$ cat src/rtl/alu_pkg.sv
// alu_pkg
//   Shared definitions for the simple ALU system datapath.
//   - mulState_t : multiplier FSM encoding (IDLE=0, RUN=1, DONE=2)
//   - MUL_WIDTH  : default operand width of the sequential multiplier
//   - FUNSEL_LOAD: register FunSel code that loads the I input; the controller
//                  uses it on the Done cycle to capture the product low half
package alu_pkg;

  localparam int MUL_WIDTH = 16;

  localparam logic [2:0] FUNSEL_LOAD = 3'b010;

  typedef enum logic [1:0] {
    IDLE = 2'd0,
    RUN  = 2'd1,
    DONE = 2'd2
  } mulState_t;

endpackage

$ cat src/rtl/mul_step.sv
// mul_step
//   One combinational iteration of the shift-add multiplier. When the multiplier
//   LSB is set, the multiplicand is added into the accumulator (the high half of
//   the running product) with the carry kept in a WIDTH+1-bit sum. The
//   {carry, acc, mplier} concatenation is then shifted right by one.
// Ports
//   acc        in   WIDTH  accumulator (product high half so far)
//   mplier     in   WIDTH  multiplier / product low half so far
//   mcand      in   WIDTH  multiplicand (unsigned magnitude)
//   accNext    out  WIDTH  accumulator after add and shift
//   mplierNext out  WIDTH  multiplier register after shift
import alu_pkg::*;

module mul_step #(
  parameter int WIDTH = MUL_WIDTH
) (
  input  logic [WIDTH-1:0] acc,
  input  logic [WIDTH-1:0] mplier,
  input  logic [WIDTH-1:0] mcand,
  output logic [WIDTH-1:0] accNext,
  output logic [WIDTH-1:0] mplierNext
);

  logic [WIDTH:0] sum;

  // The sum's LSB falls into the top of the multiplier register, and the carry
  // becomes the new accumulator MSB, so no product bit is ever lost.
  always_comb begin
    sum        = {1'b0, acc} + (mplier[0] ? {1'b0, mcand} : {(WIDTH+1){1'b0}});
    accNext    = sum[WIDTH:1];
    mplierNext = {sum[0], mplier[WIDTH-1:1]};
  end

endmodule

$ cat src/rtl/seq_multiplier.sv
// seq_multiplier
//   Multi-cycle shift-add multiplier with a Start/Busy/Done handshake. Operands
//   are sampled when Start is accepted in IDLE; WIDTH iterations run in RUN; the
//   product and flags are registered on the RUN->DONE edge and held until the
//   next completed operation. Done is a one-cycle pulse in DONE.
//   Optional feature: define MUL_SIGNED_EN to add the Signed input and two's
//   complement operation (magnitudes multiplied, product negated at DONE entry).
// Ports
//   Clock     in   1      rising-edge clock
//   Reset     in   1      asynchronous active-low reset
//   Start     in   1      operation request, accepted only in IDLE
//   Signed    in   1      (MUL_SIGNED_EN only) operands are two's complement
//   A         in   WIDTH  multiplicand
//   B         in   WIDTH  multiplier
//   Busy      out  1      high in RUN and DONE
//   Done      out  1      one-cycle completion pulse
//   Result    out  WIDTH  product low half
//   ResultHi  out  WIDTH  product high half
//   Z         out  1      whole 2*WIDTH product is zero
//   O         out  1      product does not fit in WIDTH bits
import alu_pkg::*;

module seq_multiplier #(
  parameter int WIDTH = MUL_WIDTH
) (
  input  logic             Clock,
  input  logic             Reset,
  input  logic             Start,
`ifdef MUL_SIGNED_EN
  input  logic             Signed,
`endif
  input  logic [WIDTH-1:0] A,
  input  logic [WIDTH-1:0] B,
  output logic             Busy,
  output logic             Done,
  output logic [WIDTH-1:0] Result,
  output logic [WIDTH-1:0] ResultHi,
  output logic             Z,
  output logic             O
);

  localparam int CW = (WIDTH > 1) ? $clog2(WIDTH) : 1;

  mulState_t state, nextState;

  logic [CW-1:0]      count;
  logic [WIDTH-1:0]   mcand;
  logic [WIDTH-1:0]   acc;
  logic [WIDTH-1:0]   mplier;
  logic [WIDTH-1:0]   accNext;
  logic [WIDTH-1:0]   mplierNext;
  logic [WIDTH-1:0]   magA;
  logic [WIDTH-1:0]   magB;
  logic [2*WIDTH-1:0] finalProduct;
  logic               lastIter;
  logic               overflow;

  assign lastIter = (count == CW'(WIDTH - 1));

  mul_step #(.WIDTH(WIDTH)) u_step (
    .acc        (acc),
    .mplier     (mplier),
    .mcand      (mcand),
    .accNext    (accNext),
    .mplierNext (mplierNext)
  );

`ifdef MUL_SIGNED_EN
  logic negSign;

  // Magnitudes are multiplied unsigned. The most negative operand 0x80..0 maps
  // onto itself, which is its correct magnitude read as an unsigned number.
  always_comb begin
    magA = (Signed && A[WIDTH-1]) ? (~A + 1'b1) : A;
    magB = (Signed && B[WIDTH-1]) ? (~B + 1'b1) : B;
  end

  // The final step's outputs form the finished magnitude product; the sign is
  // applied here so the registered result is already two's complement.
  always_comb begin
    finalProduct = {accNext, mplierNext};
    if (negSign) begin
      finalProduct = ~{accNext, mplierNext} + 1'b1;
    end
    overflow = (finalProduct[2*WIDTH-1:WIDTH] != {WIDTH{finalProduct[WIDTH-1]}});
  end

  // Sign of the product is captured alongside the operands.
  always_ff @(posedge Clock or negedge Reset) begin
    if (!Reset) begin
      negSign <= 1'b0;
    end else if (state == IDLE && Start) begin
      negSign <= Signed & (A[WIDTH-1] ^ B[WIDTH-1]);
    end
  end
`else
  // Unsigned only: the operands pass straight through and overflow means any
  // bit set in the high half.
  always_comb begin
    magA         = A;
    magB         = B;
    finalProduct = {accNext, mplierNext};
    overflow     = (accNext != '0);
  end
`endif

  // FSM state register.
  always_ff @(posedge Clock or negedge Reset) begin
    if (!Reset) begin
      state <= IDLE;
    end else begin
      state <= nextState;
    end
  end

  // Next-state and handshake outputs. Start outside IDLE is simply not looked
  // at, so a request during an operation is dropped rather than queued.
  always_comb begin
    nextState = state;
    Busy      = 1'b0;
    Done      = 1'b0;
    case (state)
      IDLE: begin
        if (Start) begin
          nextState = RUN;
        end
      end
      RUN: begin
        Busy = 1'b1;
        if (lastIter) begin
          nextState = DONE;
        end
      end
      DONE: begin
        Busy      = 1'b1;
        Done      = 1'b1;
        nextState = IDLE;
      end
      default: begin
        nextState = IDLE;
      end
    endcase
  end

  // Datapath: operand capture on accepted Start, one shift-add per RUN cycle,
  // and result/flag capture on the last iteration so they appear with Done and
  // stay put afterwards. The counter stops at WIDTH-1 instead of wrapping.
  always_ff @(posedge Clock or negedge Reset) begin
    if (!Reset) begin
      count    <= '0;
      mcand    <= '0;
      acc      <= '0;
      mplier   <= '0;
      Result   <= '0;
      ResultHi <= '0;
      Z        <= 1'b0;
      O        <= 1'b0;
    end else begin
      case (state)
        IDLE: begin
          if (Start) begin
            mcand  <= magA;
            mplier <= magB;
            acc    <= '0;
            count  <= '0;
          end
        end
        RUN: begin
          acc    <= accNext;
          mplier <= mplierNext;
          if (lastIter) begin
            Result   <= finalProduct[WIDTH-1:0];
            ResultHi <= finalProduct[2*WIDTH-1:WIDTH];
            Z        <= (finalProduct == '0);
            O        <= overflow;
          end else begin
            count <= count + 1'b1;
          end
        end
        default: begin
        end
      endcase
    end
  end

endmodule

$ cat config.mk
export PLATFORM = sky130hd
export DESIGN_NAME = seq_multiplier
export DESIGN_NICKNAME = d
export VERILOG_FILES = /design/src/rtl/alu_pkg.sv /design/src/rtl/mul_step.sv /design/src/rtl/seq_multiplier.sv
export SDC_FILE = /design/constraint.sdc
export NUM_CORES = 1
export LEC_CHECK = 0
export CAP_MARGIN = 20
export CORE_MARGIN = 2
export CORE_UTILIZATION = 54
export CTS_CLUSTER_SIZE = 12
export DETAILED_ROUTE_END_ITERATION = 8
export PLACE_DENSITY = 0.8
export SYNTH_ARGS = -nofsm -noshare
export SYNTH_HDL_FRONTEND = slang
export SYNTH_SLANG_ARGS = --single-unit
$ cat constraint.sdc
create_clock -name Clock -period 3.9 [get_ports Clock]
set_input_delay 0.78 -clock Clock [delete_from_list [all_inputs] [get_ports Clock]]
set_output_delay 0.78 -clock Clock [all_outputs]
set_load 0.005 [all_outputs]
* Word level (Yosys, flattened, before mapping)
Index checks and enable logic that the tools add are counted.
** Word-level totals
- Bits in registers :: 88
** Cells by class
- Add/sub/neg operators :: 2
- Eq/ne operators :: 6
- Mux-type cells :: 13
- Reductions and logical operators :: 10
** Operators with widths (count)
- $pmux 16 s2 :: 2
- $mux 16 :: 3
- $logic_not 32->1 :: 1
- $add 16x17->17 :: 1
- $reduce_bool 16->1 :: 1
- $mux 4 :: 2
- $pmux 4 s2 :: 1
- $reduce_and 2->1 :: 4
- $ne 2x2->1 const B :: 3
- $add 4x1->4 const B :: 1
- $eq 4x4->1 const B :: 1
- $mux 2 :: 2
- $pmux 2 s2 :: 1
- $reduce_and 3->1 :: 1
- $eq 2x1->1 const B :: 1
- $eq 2x2->1 const B :: 1
- $logic_not 2->1 :: 1
- $mux 1 :: 2
- $reduce_bool 2->1 :: 1
- $reduce_or 2->1 :: 1

* Longest topological paths before layout
Gate-level depths: netlist of run 1.
- Depth in word-level cells :: 3
- Depth in mapped cells :: 11

* By module
From an unflattened synthesis of run 1, not the netlist that was laid out.
** Unflattened totals
- Cell total of the unflattened synthesis :: 405
- Area total of the unflattened synthesis :: 4788.3 µm²
** Modules (own cells, without submodules)
- seq_multiplier :: instances 1, cells each 263, area an instance 3716.1 µm², sequential area each 2202.1 µm²
- mul_step :: instances 1, cells each 142, area an instance 1072.3 µm², sequential area each 0.0 µm²

* Worst setup path before layout of run 1
Ideal clock, no wire load.
- Kind :: register -> register
- Start point :: register mplier[0]
- End point :: register Z
- Setup time :: 67 ps
- Data arrival time :: 3057 ps
- Data required time :: 3833 ps
- Slack :: 776 ps
- Stages on the path, launching flop included :: 12
- Buffers on the path :: 1
- Cell sequence :: dfrtp_1 clkbuf_1 and2_1 ha_1 fa_1 a21o_1 a221o_1 or3_1 a2111oi_2 o2111ai_1 and4bb_1 a32o_2
** Between the ends
- Cells in the longest elaborated chain, start to end :: 3
** Ends and longest elaborated chain
- start: declaration :: line seq_multiplier.sv:49 : logic [WIDTH-1:0] mplier;
- start signal: assignment :: line seq_multiplier.sv:163 : mplier <= magB;
- start signal: assignment :: line seq_multiplier.sv:170 : mplier <= mplierNext;
- $mux 16 :: line mul_step.sv:29 : sum = {1'b0, acc} + (mplier[0] ? {1'b0, mcand} : {(WIDTH+1){1'b0}});
- $add 16x17->17 :: line mul_step.sv:29
- $logic_not 32->1 :: line seq_multiplier.sv:174 : Z <= (finalProduct == '0);
- end signal: assignment :: line seq_multiplier.sv:174
- end: declaration :: line seq_multiplier.sv:38 : output logic Z,
No other way between the ends.
A chain may end at the register's enable or synchronous reset.

* Worst setup path in the final report of run 1
Ends and elaborated chain as after synthesis.

==> results.sh, run 1 <==
export IMPL_hold_viol=0
export IMPL_use_met3_pct=3.05
export IMPL_clock_sinks=88
export IMPL_yosysTopAreaCell="dfrtp_1"
export IMPL_place_congestion=0.918
export IMPL_synth_cell_types=55
export IMPL_cts_repair_resize_count=0
export IMPL_grtUsageTotal_pct=22.6
export IMPL_vias=3441
export IMPL_hpwlAfterDp_um=6930
export IMPL_cp_start_kind="flip-flop"
export IMPL_area_delta_synth_final_pct=22.0
export IMPL_post_route_min_period_ns=3.40
export IMPL_required_ns=4.20
export IMPL_start_util_pct=55.6
export IMPL_slew_headroom_pct=40.6
export IMPL_yosysSeqAreaShare_pct=48.4
export IMPL_syn_area_per_cell_um2=10.4
export IMPL_cts_hold_buf=0
export IMPL_avgRoutedWirePerCell_um=16.1
export IMPL_std_cell_rows=33
export IMPL_tns_ns=0
export IMPL_syn_area_um2=4550
export IMPL_grt_overflow=0
export IMPL_synth_area_leaders="dfrtp_1, mux2_2, o21ai_0, ha_1, nand2_1"
export IMPL_crit_fanout=17
export IMPL_cts_root_buf="clkbuf_8"
export IMPL_rsz0062_at_grt="false"
export IMPL_drive_gt1_share_pct=13.1
export IMPL_drt_initial_drc_count=164
export IMPL_status="completed"
export IMPL_fp_dieW_um=95.8
export IMPL_coreArea_um2=8180
export IMPL_met1_usage_pct=33.4
export IMPL_finalCritPeriodShare_pct=87.2
export IMPL_p_leak_nw=2.53
export IMPL_finalNetCount=555
export IMPL_chipHeight_um=95.8
export IMPL_place_port_buffers=70
export IMPL_endpoint_kind="flip-flop"
export IMPL_grt_max_degree=89
export IMPL_cts_buffer_depth=2
export IMPL_worstPathArrival_ns=3.70
export IMPL_synthCells=435
export IMPL_routed_wl_um=9780
export IMPL_post_cts_buffers=0
export IMPL_use_met2_pct=34.3
export IMPL_clk_latency_ns=0.36
export IMPL_drc_errors=0
export IMPL_setup_viol=0
export IMPL_layout_setup_ws_ns=0.500
export IMPL_async_flop_share_pct=100
export IMPL_ant_nets=0
export IMPL_synth_top_area_share_pct=48.4
export IMPL_maxSlewViolCount=0
export IMPL_io_pins=71
export IMPL_hold_class="primary input to async pin"
export IMPL_cap_violations=0
export IMPL_antenna_found_initial=0
export IMPL_p_per_area_nw_per_um2=653
export IMPL_synth_edff_count=0
export IMPL_htree_levels=3
export IMPL_clk_pin_slew_ns=0.10
export IMPL_avgViaCountPerCell=5.65
export IMPL_crit_type="flip-flop to flip-flop"
export IMPL_ys_seq_elements=88
export IMPL_dieArea_um2=9170
export IMPL_yosysWarnings=0
export IMPL_cts_tree="yes"
export IMPL_diodes=0
export IMPL_grt_pass1_vias=3223
export IMPL_fmax_mhz=294
export IMPL_syn_nets=491
export IMPL_dpl_cell_area_um2=5320
export IMPL_ys_flop_type="dfrtp_1"
export IMPL_cts_buffers=9
export IMPL_final_area_um2=5550
export IMPL_ir_worst_vdd_v=0.000509
export IMPL_finalClockSkew_ns=0.0118
export IMPL_globalRoute_busiestLayer="met2"
export IMPL_tightest_slew_ns=0.891
export IMPL_dp_slack_ns=0.524
export IMPL_first_pass_iters=4
export IMPL_grt_pass1_wl_um=16000
==> synth_stat cells (2+ instances only) <==
library cell and instances:
nor4_1 4, o21ai_0 59, or2_2 2, inv_1 4, a211oi_1 5, nand2_1 54, mux2i_1 16, mux2_2 34
o2111ai_1 3, nor3_1 2, xnor2_1 8, buf_1 3, a21o_1 6, nor2_1 11, a32o_1 2, ha_1 20
nand2b_1 5, o21a_1 2, o211ai_1 3, clkbuf_1 17, a21oi_1 19, nand3_1 10, dfrtp_1 88, and2_1 17
xor2_1 4, nor2b_1 2, and3_1 7
==> metrics by stage <==
step | util, % | power [W] | std cells | hold WS, ns
after CTS | 67.6 | 0.00362 | 608 | 0.491
after detailed placement | 65.0 | 0.00294 | 592 | 0.471
after global routing | 67.8 | 0.00390 | 609 | 0.457
final | 67.8 | 0.00362 | 609 | 0.415
after floorplan | - | 0.00252 | 435 | 0.456
after global placement | 65.0 | 0.00288 | 592 | 0.460
==> path summary, 6_finish.rpt <==
kind	from	to	slack, ns	cells past startpoint
min in group Clock	ResultHi[8]$_DFFE_PN0P_	ResultHi[8]$_DFFE_PN0P_	0.49	2
worst max register to register	mplier[0]$_DFFE_PN0P_	Z$_DFFE_PN0P_	0.50	10
worst max-delay path	mplier[0]$_DFFE_PN0P_	Z$_DFFE_PN0P_	0.50	10
worst min-delay path	Reset	Result[6]$_DFFE_PN0P_	0.41	1
worst min register to register	ResultHi[8]$_DFFE_PN0P_	ResultHi[8]$_DFFE_PN0P_	0.49	2
max in group asynchronous	Reset	acc[0]$_DFFE_PN0P_	2.85	2
==> layout make-up <==
class / count / area, um^2
fillers: 653 / 2630
multi-input cells: 322 / 2250
flip-flops and latches: 88 / 2200
repair buffers: 74 / 741
well taps: 105 / 131
clock buffers: 9 / 124
clock inverters: 7 / 86.3
inverters: 4 / 15.0
==> sequential cells by signal, indices dropped and copies added (netlist names) <==
name	flops
state	2
O	1
Result	16
acc	16
count	4
ResultHi	16
Z	1
mplier	16
mcand	16
==> worst max-delay path: stages, from the launching register on <==
cell and delay (ns):
dfrtp_1 0.52, and2_1 0.21, ha_1 0.22, fa_1 0.43, a21o_1 0.23, a221oi_1 0.53
o21ai_0 0.22, xnor2_1 0.30, o2111ai_1 0.18, and4bb_1 0.33, a32o_2 0.17
==> layer usage <==
metal	wire length [um]	share of wire, %
met1	4550	47
met2	4500	46
met4	140	1.4
met5	0	0
met3	585	6.0
==> cell usage in the layout (no fill, tap or decap), types with 6 or more instances in the layout <==
cell type / count
dfrtp_1: 88
clkdlybuf4s50_1: 69
o21ai_0: 59
nand2_1: 54
mux2_2: 34
ha_1: 20
a21oi_1: 19
and2_1: 17
mux2i_1: 16
nor2_1: 11
nand3_1: 10
clkbuf_8: 9
xnor2_1: 8
and3_1: 7
a21o_1: 6
==> power breakdown <==
part | total, W | switching [W] | leakage [nW] | internal [W]
registers | 0.00136 | 0.000201 | 1.15 | 0.00116
clock network | 0.000668 | 0.000354 | 0.110 | 0.000313
logic | 0.00159 | 0.000906 | 1.28 | 0.000683
total | 0.00362 | 0.00146 | 2.53 | 0.00216
==> logic make-up (layout without fill, tap and decap cells) <==
kind of cell / count (synthesis) / count (layout) / synth area share (%)
and+or+nand+nor: 125 / 125 / 13.8
AOI/OAI and AO/OA: 114 / 114 / 15.3
DFF: 88 / 88 / 48.4
muxes: 50 / 50 / 11.9
buffers and inverters: 25 / 94 / 2.23
adders and majority gates: 21 / 21 / 5.95
xor gates and xnor gates: 12 / 12 / 2.31
Power figures use the tool's default switching activity.
==> run 2, diff against run 1 <==
--- a/config.mk
+++ b/config.mk
@@ -7,10 +7,10 @@
 export LEC_CHECK = 0
 export CAP_MARGIN = 20
 export CORE_MARGIN = 2
-export CORE_UTILIZATION = 54
+export CORE_UTILIZATION = 49
 export CTS_CLUSTER_SIZE = 12
 export DETAILED_ROUTE_END_ITERATION = 8
-export PLACE_DENSITY = 0.8
+export PLACE_DENSITY = 0.77
 export SYNTH_ARGS = -nofsm -noshare
 export SYNTH_HDL_FRONTEND = slang
 export SYNTH_SLANG_ARGS = --single-unit
==> constraint.sdc (replaced) <==
create_clock -name Clock -period 2.9 [get_ports Clock]
set_input_delay 0.58 -clock Clock [delete_from_list [all_inputs] [get_ports Clock]]
set_output_delay 0.58 -clock Clock [all_outputs]
set_load 0.005 [all_outputs]
==> results.sh, run 2 (synthesis gave the netlist of run 1 again) <==
export IMPL_status="finished with violations"
export IMPL_failed_checks="negative setup slack"
export IMPL_maxSlewViolCount=0
export IMPL_endpoint_kind="flip-flop"
export IMPL_post_route_min_period_ns=2.97
export IMPL_ant_nets=0
export IMPL_rsz0062_at_grt="true"
export IMPL_nFillCells=748
export IMPL_drt_initial_drc_count=150
export IMPL_place_congestion=0.900
export IMPL_start_util_pct=49.9
export IMPL_final_cell_mix="dfrtp_1, clkdlybuf4s50_1, o21ai_0"
export IMPL_layout_setup_ws_ns=-0.0723
export IMPL_p_leak_nw=2.63
export IMPL_avgViaCountPerCell=5.50
export IMPL_setup_viol=2
export IMPL_diodes=0
export IMPL_place_port_buffers=70
export IMPL_tightest_slew_ns=1.10
export IMPL_slew_headroom_pct=26.9
export IMPL_tns_ns=-0.103
export IMPL_p_per_area_nw_per_um2=884
export IMPL_crit_fanout=2
export IMPL_cts_root_buf="clkbuf_8"
export IMPL_cts_hold_buf=0
export IMPL_cts_repair_resize_count=0
export IMPL_fmax_mhz=336
export IMPL_cp_start_kind="flip-flop"
export IMPL_antenna_found_initial=0
export IMPL_cts_tree="yes"
export IMPL_ir_worst_vdd_v=0.000494
export IMPL_top_layer="met4"
export IMPL_finalClockSkew_ns=0.0175
export IMPL_wl_met2_um=4550
export IMPL_drt_met1_wl_um=4710
export IMPL_crit_type="flip-flop to flip-flop"
export IMPL_htree_levels=3
export IMPL_dieArea_um2=10100
export IMPL_grt_pass1_vias=3493
export IMPL_hold_viol=0
export IMPL_avgRoutedWirePerCell_um=15.3
export IMPL_grtUsageTotal_pct=20.5
export IMPL_vias=3507
export IMPL_post_route_util_pct=62.8
export IMPL_cts_buffer_depth=2
export IMPL_grt_pass1_wl_um=16400
export IMPL_fp_dieW_um=100
export IMPL_hold_class="primary input to async pin"
export IMPL_grt_overflow=0
export IMPL_io_pins=71
export IMPL_worstPathArrival_ns=3.27
export IMPL_coreArea_um2=9110
export IMPL_cts_buffers=9
export IMPL_wl_met3_um=340
export IMPL_hpwlAfterDp_um=7230
export IMPL_routed_wl_um=9790
export IMPL_cap_violations=0
export IMPL_drc_errors=0
export IMPL_std_cell_rows=35
export IMPL_finalCritPeriodShare_pct=102
export IMPL_grt_max_degree=89
export IMPL_clk_latency_ns=0.37
export IMPL_clk_pin_slew_ns=0.10
export IMPL_drive_gt1_share_pct=17.3
export IMPL_first_pass_iters=4
export IMPL_final_common_cell="dfrtp_1"
export IMPL_finalNetCount=578
export IMPL_required_ns=3.20
export IMPL_dp_slack_ns=-0.0450
export IMPL_chipHeight_um=100
export IMPL_clock_sinks=88
export IMPL_area_delta_synth_final_pct=25.8
[run 2: area by class of cell]
type                       count  area [um^2]  area share [%]
multi-input combinational    322         2250            39.4
clock inverter                 7         61.3            1.07
sequential                    88         2200            38.5
inverter                       4         15.0           0.263
timing repair buffer          97          926            16.2
tap                          111          139            2.43
clock buffer                   9          124            2.17
[run 2: final timing paths]
check | from | endpoint | slack [ns] | cells after the start
worst max-delay path | mcand[0]$_DFFE_PN0P_ | Z$_DFFE_PN0P_ | -0.07 | 10
worst min-delay path | Reset | count[3]$_DFFE_PN0P_ | 0.22 | 2
worst max register to register | mcand[0]$_DFFE_PN0P_ | Z$_DFFE_PN0P_ | -0.07 | 10
worst min register to register | ResultHi[10]$_DFFE_PN0P_ | ResultHi[10]$_DFFE_PN0P_ | 0.48 | 2
max in group asynchronous | Reset | acc[11]$_DFFE_PN0P_ | 2.31 | 2
min in group Clock | ResultHi[10]$_DFFE_PN0P_ | ResultHi[10]$_DFFE_PN0P_ | 0.48 | 2
[run 2: what timing repair did]
action	4_1_cts	5_1_grt
setup buffers	2	0
endpoints found under the setup margin	2	4
pin swaps	1	1
[run 2: layer usage]
layer,GRT usage (%),up-vias
met5,0,-
li1,-,1742
met2,33.3,71
met1,28.4,1678
met3,2.58,16
met4,7.59,0
[run 2: power by group]
group          total, W  leakage, nW  internal, W  switching (W)
Combinational   0.00243         1.39      0.00114        0.00129
Sequential      0.00180         1.15      0.00156       0.000241
Clock          0.000820       0.0940     0.000329       0.000490
[run 2: metrics by stage]
| step | power, W | area, um^2 | hold slack (ns) | instances |
|---|---|---|---|---|
| after global routing | 0.00543 | 5720 | 0.263 | 638 |
| after CTS | 0.00507 | 5720 | 0.247 | 638 |
| after floorplan | 0.00339 | 4550 | 0.284 | 435 |
| after detailed placement | 0.00425 | 5520 | 0.471 | 620 |
| after global placement | 0.00414 | 5520 | 0.464 | 620 |
| final | 0.00505 | 5720 | 0.222 | 638 |
[run 2: worst max-delay path, cell delays in order, from the launching register on]
cell and delay [ns]:
dfrtp_1 0.38, and2_1 0.16, ha_2 0.18, fa_2 0.36, a21o_1 0.21, a221o_1 0.34
or3_1 0.34, a2111oi_2 0.31, o2111ai_1 0.16, and4bb_1 0.31, a32o_2 0.17
